--- config.mk ---
export PLATFORM = sky130hd
export DESIGN_NAME = axi_drain_ctrl
export DESIGN_NICKNAME = d
export VERILOG_FILES = /design/src/rtl/axi_drain_ctrl.sv
export SDC_FILE = /design/constraint.sdc
export NUM_CORES = 1
export LEC_CHECK = 0
export ABC_CLOCK_PERIOD_IN_PS = 6300
export BUFFER_PORTS_ARGS = -buffer_cell sky130_fd_sc_hd__buf_2
export CAP_MARGIN = 20
export CORE_AREA = 2 2 142 144
export DETAILED_ROUTE_END_ITERATION = 10
export DIE_AREA = 0 0 144 146
export MAX_ROUTING_LAYER = met4
export PLACE_DENSITY = 0.47
export SYNTH_ARGS = -nofsm -noshare
export SYNTH_HDL_FRONTEND = slang
export SYNTH_SLANG_ARGS = --single-unit
--- constraint.sdc ---
create_clock -name clk_i -period 6.3 [get_ports clk_i]
set_input_delay 0.63 -clock clk_i [delete_from_list [all_inputs] [get_ports clk_i]]
set_output_delay 0.63 -clock clk_i [all_outputs]
set_load 0.05 [all_outputs]
--- src/rtl/axi_drain_ctrl.sv ---
// axi_drain_ctrl: in-line AXI4 drain/isolation controller.
//
// Sits in front of a multi-cut AXI path. It counts outstanding write and read transactions,
// blocks new AW/AR/W traffic when asked to, lets in-flight bursts finish, and then reports
// that everything downstream is idle. This makes it safe to reset, clock-gate or reconfigure
// the downstream logic.
//
// Ports:
//   clk_i       clock, all state on the rising edge
//   rst_ni      asynchronous active-low reset
//   slv_req_i   request from the upstream master
//   slv_resp_o  response to the upstream master
//   mst_req_o   request toward the downstream cut chain
//   mst_resp_i  response from the downstream cut chain
//   isolate_i   level request: 1 = drain and isolate, 0 = resume
//   isolated_o  1 while nothing is outstanding and new traffic is blocked
//   timeout_o   sticky drain-timeout flag
//
// Build option: define AXI_DRAIN_TIMEOUT_EN to add the drain timeout counter. Without it,
// timeout_o is tied to 0 and TimeoutCycles has no effect.

package axi_drain_pkg;
   typedef struct packed {
      logic [3:0]  id;
      logic [31:0] addr;
      logic [7:0]  len;
   } ax_chan_t;

   typedef struct packed {
      logic [31:0] data;
      logic [3:0]  strb;
      logic        last;
   } w_chan_t;

   typedef struct packed {
      logic [3:0] id;
      logic [1:0] resp;
   } b_chan_t;

   typedef struct packed {
      logic [3:0]  id;
      logic [31:0] data;
      logic [1:0]  resp;
      logic        last;
   } r_chan_t;

   typedef struct packed {
      ax_chan_t aw;
      logic     aw_valid;
      w_chan_t  w;
      logic     w_valid;
      logic     b_ready;
      ax_chan_t ar;
      logic     ar_valid;
      logic     r_ready;
   } axi_req_t;

   typedef struct packed {
      logic    aw_ready;
      logic    w_ready;
      b_chan_t b;
      logic    b_valid;
      logic    ar_ready;
      r_chan_t r;
      logic    r_valid;
   } axi_resp_t;
endpackage

module axi_drain_ctrl #(
   parameter int unsigned MaxTxns       = 8,
   parameter int unsigned TimeoutCycles = 1024,
   parameter type         req_t         = axi_drain_pkg::axi_req_t,
   parameter type         resp_t        = axi_drain_pkg::axi_resp_t
) (
   input  logic  clk_i,
   input  logic  rst_ni,
   input  req_t  slv_req_i,
   output resp_t slv_resp_o,
   output req_t  mst_req_o,
   input  resp_t mst_resp_i,
   input  logic  isolate_i,
   output logic  isolated_o,
   output logic  timeout_o
);

   localparam int unsigned CntW = $clog2(MaxTxns + 1);
   localparam logic [CntW-1:0] MaxCnt = CntW'(MaxTxns);
   // w_pend carries one extra sign bit so a W burst that leads its AW (legal in NORMAL) can
   // push the count below zero without wrapping into the "full" range.
   localparam logic signed [CntW:0] MaxPend  = (CntW + 1)'(MaxTxns);
   localparam logic signed [CntW:0] PendZero = '0;

   typedef enum logic [1:0] {StNormal, StDrain, StIsolated} state_e;

   state_e                 state_q, state_d;
   logic [CntW-1:0]        wr_cnt_q, wr_cnt_d;
   logic [CntW-1:0]        rd_cnt_q, rd_cnt_d;
   logic signed [CntW:0]   w_pend_q, w_pend_d;
   logic                   aw_hold_q, aw_hold_d;
   logic                   ar_hold_q, ar_hold_d;

   logic aw_pass, ar_pass, w_pass;
   logic aw_hs, ar_hs, w_last_hs, b_hs, r_last_hs;
   logic idle;

   // Output process: channel gating and status.
   always_comb begin
      aw_pass = ((state_q == StNormal) && (wr_cnt_q < MaxCnt) && (w_pend_q < MaxPend))
                || aw_hold_q;
      ar_pass = ((state_q == StNormal) && (rd_cnt_q < MaxCnt)) || ar_hold_q;
      w_pass  = (state_q == StNormal) || (w_pend_q > PendZero);

      mst_req_o          = slv_req_i;
      mst_req_o.aw_valid = slv_req_i.aw_valid & aw_pass;
      mst_req_o.ar_valid = slv_req_i.ar_valid & ar_pass;
      mst_req_o.w_valid  = slv_req_i.w_valid & w_pass;

      slv_resp_o          = mst_resp_i;
      slv_resp_o.aw_ready = mst_resp_i.aw_ready & aw_pass;
      slv_resp_o.ar_ready = mst_resp_i.ar_ready & ar_pass;
      slv_resp_o.w_ready  = mst_resp_i.w_ready & w_pass;

      isolated_o = (state_q == StIsolated);
   end

   assign aw_hs     = mst_req_o.aw_valid & mst_resp_i.aw_ready;
   assign ar_hs     = mst_req_o.ar_valid & mst_resp_i.ar_ready;
   assign w_last_hs = mst_req_o.w_valid & mst_resp_i.w_ready & slv_req_i.w.last;
   assign b_hs      = mst_resp_i.b_valid & slv_req_i.b_ready;
   assign r_last_hs = mst_resp_i.r_valid & slv_req_i.r_ready & mst_resp_i.r.last;

   assign idle = (wr_cnt_q == '0) && (rd_cnt_q == '0) && (w_pend_q == PendZero)
                 && !aw_hold_q && !ar_hold_q;

   // Counters and valid-stability holds. Gating keeps the counts within MaxTxns.
   always_comb begin
      wr_cnt_d = wr_cnt_q + CntW'(aw_hs) - CntW'(b_hs);
      rd_cnt_d = rd_cnt_q + CntW'(ar_hs) - CntW'(r_last_hs);
      w_pend_d = w_pend_q + (CntW + 1)'(aw_hs) - (CntW + 1)'(w_last_hs);

      // Once AW/AR is presented downstream it must stay up until accepted.
      aw_hold_d = aw_hold_q;
      if (aw_hs) begin
         aw_hold_d = 1'b0;
      end else if (mst_req_o.aw_valid) begin
         aw_hold_d = 1'b1;
      end
      ar_hold_d = ar_hold_q;
      if (ar_hs) begin
         ar_hold_d = 1'b0;
      end else if (mst_req_o.ar_valid) begin
         ar_hold_d = 1'b1;
      end
   end

   // Next-state process.
   always_comb begin
      state_d = state_q;
      unique case (state_q)
         StNormal:   if (isolate_i) state_d = StDrain;
         StDrain: begin
            if (!isolate_i) begin
               state_d = StNormal;
            end else if (idle) begin
               state_d = StIsolated;
            end
         end
         StIsolated: if (!isolate_i) state_d = StNormal;
         default:    state_d = StNormal;
      endcase
   end

   // State register.
   always_ff @(posedge clk_i or negedge rst_ni) begin
      if (!rst_ni) begin
         state_q   <= StNormal;
         wr_cnt_q  <= '0;
         rd_cnt_q  <= '0;
         w_pend_q  <= '0;
         aw_hold_q <= 1'b0;
         ar_hold_q <= 1'b0;
      end else begin
         state_q   <= state_d;
         wr_cnt_q  <= wr_cnt_d;
         rd_cnt_q  <= rd_cnt_d;
         w_pend_q  <= w_pend_d;
         aw_hold_q <= aw_hold_d;
         ar_hold_q <= ar_hold_d;
      end
   end

`ifdef AXI_DRAIN_TIMEOUT_EN
   localparam int unsigned TmoW = $clog2(TimeoutCycles + 1);
   localparam logic [TmoW-1:0] TmoLast = TmoW'(TimeoutCycles - 1);
   localparam logic [TmoW-1:0] TmoMax  = TmoW'(TimeoutCycles);

   logic [TmoW-1:0] tmo_cnt_q, tmo_cnt_d;
   logic            timeout_q, timeout_d;

   // Counts cycles spent in DRAIN; zero whenever outside DRAIN so each entry starts fresh.
   always_comb begin
      tmo_cnt_d = '0;
      if (state_q == StDrain) begin
         tmo_cnt_d = (tmo_cnt_q == TmoMax) ? tmo_cnt_q : tmo_cnt_q + 1'b1;
      end
      timeout_d = timeout_q;
      if (!isolate_i) begin
         timeout_d = 1'b0;
      end else if ((state_q == StDrain) && (tmo_cnt_q == TmoLast)) begin
         timeout_d = 1'b1;
      end
   end

   always_ff @(posedge clk_i or negedge rst_ni) begin
      if (!rst_ni) begin
         tmo_cnt_q <= '0;
         timeout_q <= 1'b0;
      end else begin
         tmo_cnt_q <= tmo_cnt_d;
         timeout_q <= timeout_d;
      end
   end

   assign timeout_o = timeout_q;
`else
   logic unused_timeout_cfg;
   assign unused_timeout_cfg = ^TimeoutCycles;
   assign timeout_o          = 1'b0;
`endif

endmodule
==> flow_summary.yaml <==
status:
  status: "completed"
min_path:
  hold_path_class: "in -> async"
clocking:
  ctsLongestPathBuffers: 2
  post-cts-setup-buffers: 0
  ctsHoldBuffers: 0
  numCtsBuffers: 3
  clock_sinks: 17
  cts_resized: 0
  worstSkewPairLatency_ns: 0.24
  cts_root_buffer: "clkbuf_16"
  clk_pin_slew_ns: 0.05
  htreeDepth: 1
  cts_tree: "yes"
placement:
  gp_congestion: 0.742
  dp_hpwl_um: 5020
  placed_cell_area_um2: 1540
  port_buffers: 27
  dp.cells: 394
grt:
  grt_start_max_net_pins: 18
  track_usage_pct: 5.18
  antenna_found_initial: 0
  grt_pass1_wl_um: 7620
  grt_overflow: 0
  grt_pass1_vias: 1109
detailed_routing:
  drc: 0
  vias_per_cell: 2.57
  drt-pass1-iter-count: 4
  vias: 1021
  drt-initial-drc-count: 36
  routedWlPerCell_um: 14.3
  postRouteAntennaNets: 0
  routed_wl_um: 5700
synth:
  syn_nets: 478
  synth_cells: 277
  synth_seq_area_share_pct: 17.8
  avgSynthCellArea_um2: 8.62
  ys_ff_latch: 17
  synth_warnings: 0
  synth_cell_type_count: 24
  syn_area_um2: 2390
critical_path:
  worstSetupEndpointType: "flop"
  cp_top_family: "adder cells"
  worst-path-buf-inv: 1
  path_max_fanout: 4
  reg2reg_slack_ns: 3.70
  cp_cell_sequence: "inv_1 > ha_1 > nor4_2 > o211ai_1 > nand3_1 > nand2_1 > ha_1 > fa_1 > a21oi_1 > nor2_1 > nor2_1 > xnor2_1"
  critPathKind: "reg -> reg"
  required_ns: 6.47
  slowest_delay_ns: 0.41
  startpoint_type: "flop"
  crit_path_top_delay_cell: "dfrtp_1"
  crit_arrival_ns: 2.77
finish:
  mostFrequentLayoutCell: "buf_2"
  layout_common_cells: "buf_2 (27), dfrtp_1 (17), inv_1 (15), ha_1 (15), a21oi_1 (8)"
  post_layout_nonfiller_instances: 398
  design_area_um2: 1620
  diodes: 0
  drive_gt1_share_pct: 24.1
  fin_nets: 335
  area_growth_pct: -32.2
power:
  ir_worst_vdd_mv: 0.210
  p_leak_nw: 0.707
  report.power.total_mw: 0.658
  powerDensity_nw_per_um2: 406
sta:
  hold_slack_ns: 0.310
  fmax_ghz: 0.384
  final.setup.tns_ns: 0
  final-hold-violation-count: 0
  setup_viol: 0
  fin_crit_ns: 2.60
  worst_clock_skew_ns: 0.00111
  rsz0062_at_grt: "false"
  post-route-period-util_pct: 41.3
  drv_slew: 0
floorplanning:
  die_w_um: 144
  row_count: 51
  ioPinCount: 365
  start_util_pct: 12.3
  dieArea_um2: 21000
  dieHeight_um: 146
  core-area_um2: 19300
flow_run:
  maxCapViolCount: 0
logic make-up after synthesis:
logic type / count (synthesis) / synth area share [%]
buf+inv: 190 / 57.4
fa+ha+maj: 18 / 10.4
xor+xnor: 8 / 2.94
simple gates: 27 / 7.13
flops: 17 / 17.8
other cells: 1 / 0.157
compound gates: 16 / 4.19
sequential cells by signal (all words and copies together), names as in the netlist:
register   cells
w_pend_q       5
aw_hold_q      1
wr_cnt_q       4
state_q        2
ar_hold_q      1
rd_cnt_q       4
layer usage:
| metal | GRT usage [%] | part of all wire (%) |
|---|---|---|
| met3 | 3.06 | 16 |
| met5 | - | 0 |
| met1 | 3.32 | 23 |
| met4 | 5.29 | 11 |
| met2 | 8.88 | 50 |
area by class of cell:
class                      count  area, um^2
fill                        2252       17700
multi-input combinational     70         592
sequential                    17         425
tap                          265         332
timing repair buffer          27         135
clock buffer                   4        78.8
inverter                      15        56.3
cell usage after synthesis:
cell type / instances / area (um^2)
buf_4: 175 / 1310
dfrtp_1: 17 / 425
ha_1: 15 / 188
inv_1: 15 / 56.3
a21oi_1: 8 / 40.0
nor2b_1: 7 / 43.8
xor2_1: 6 / 52.6
nor2_1: 5 / 18.8
a21o_1: 4 / 30.0
fa_1: 3 / 60.1
nand2_1: 3 / 11.3
nand3_1: 3 / 15.0
and2_1: 2 / 12.5
and3_1: 2 / 12.5
o211ai_1: 2 / 15.0
xnor2_1: 2 / 17.5
a22o_1: 1 / 8.76
conb_1: 1 / 3.75
nor3_1: 1 / 5.00
nor3b_1: 1 / 7.51
nor4_2: 1 / 12.5
nor4_4: 1 / 21.3
nor4bb_1: 1 / 10.0
o22ai_1: 1 / 6.26
worst reg2reg max path, delay by kind of cell (launching register included):
kind,cells,cell delay (ns)
and+or+nand+nor,5,0.77
AOI/OAI and AO/OA,2,0.37
xor gates and xnor gates,1,0.13
buffers and inverters,1,0.06
adders and majority gates,3,0.79
DFF,1,0.41
power breakdown:
part / total [mW] / internal [mW] / switching (mW)
clock: 0.127 / 0.0859 / 0.0411
combinational: 0.326 / 0.138 / 0.189
sequential: 0.204 / 0.165 / 0.0395
metrics by stage:
| step | worst slack, ns | util, % |
|---|---|---|
| finish | 3.70 | 8.37 |
| global route | 3.48 | 8.37 |
| CTS | 3.68 | 8.37 |
| detailed placement | 3.69 | 7.97 |
| global placement | 3.78 | 7.97 |
| floorplan | 3.92 | - |
final timing paths:
check | startpoint | end | cells past startpoint
min reg2reg | wr_cnt_q[0] | wr_cnt_q[0] | 1
max reg2reg | w_pend_q[4] | w_pend_q[4] | 12
min | rst_ni | w_pend_q[0] | 1
min in group clk_i | wr_cnt_q[0] | wr_cnt_q[0] | 1
max | w_pend_q[4] | w_pend_q[4] | 12
max in group asynchronous | rst_ni | rd_cnt_q[0] | 1
(Power assumes the default switching activity.)
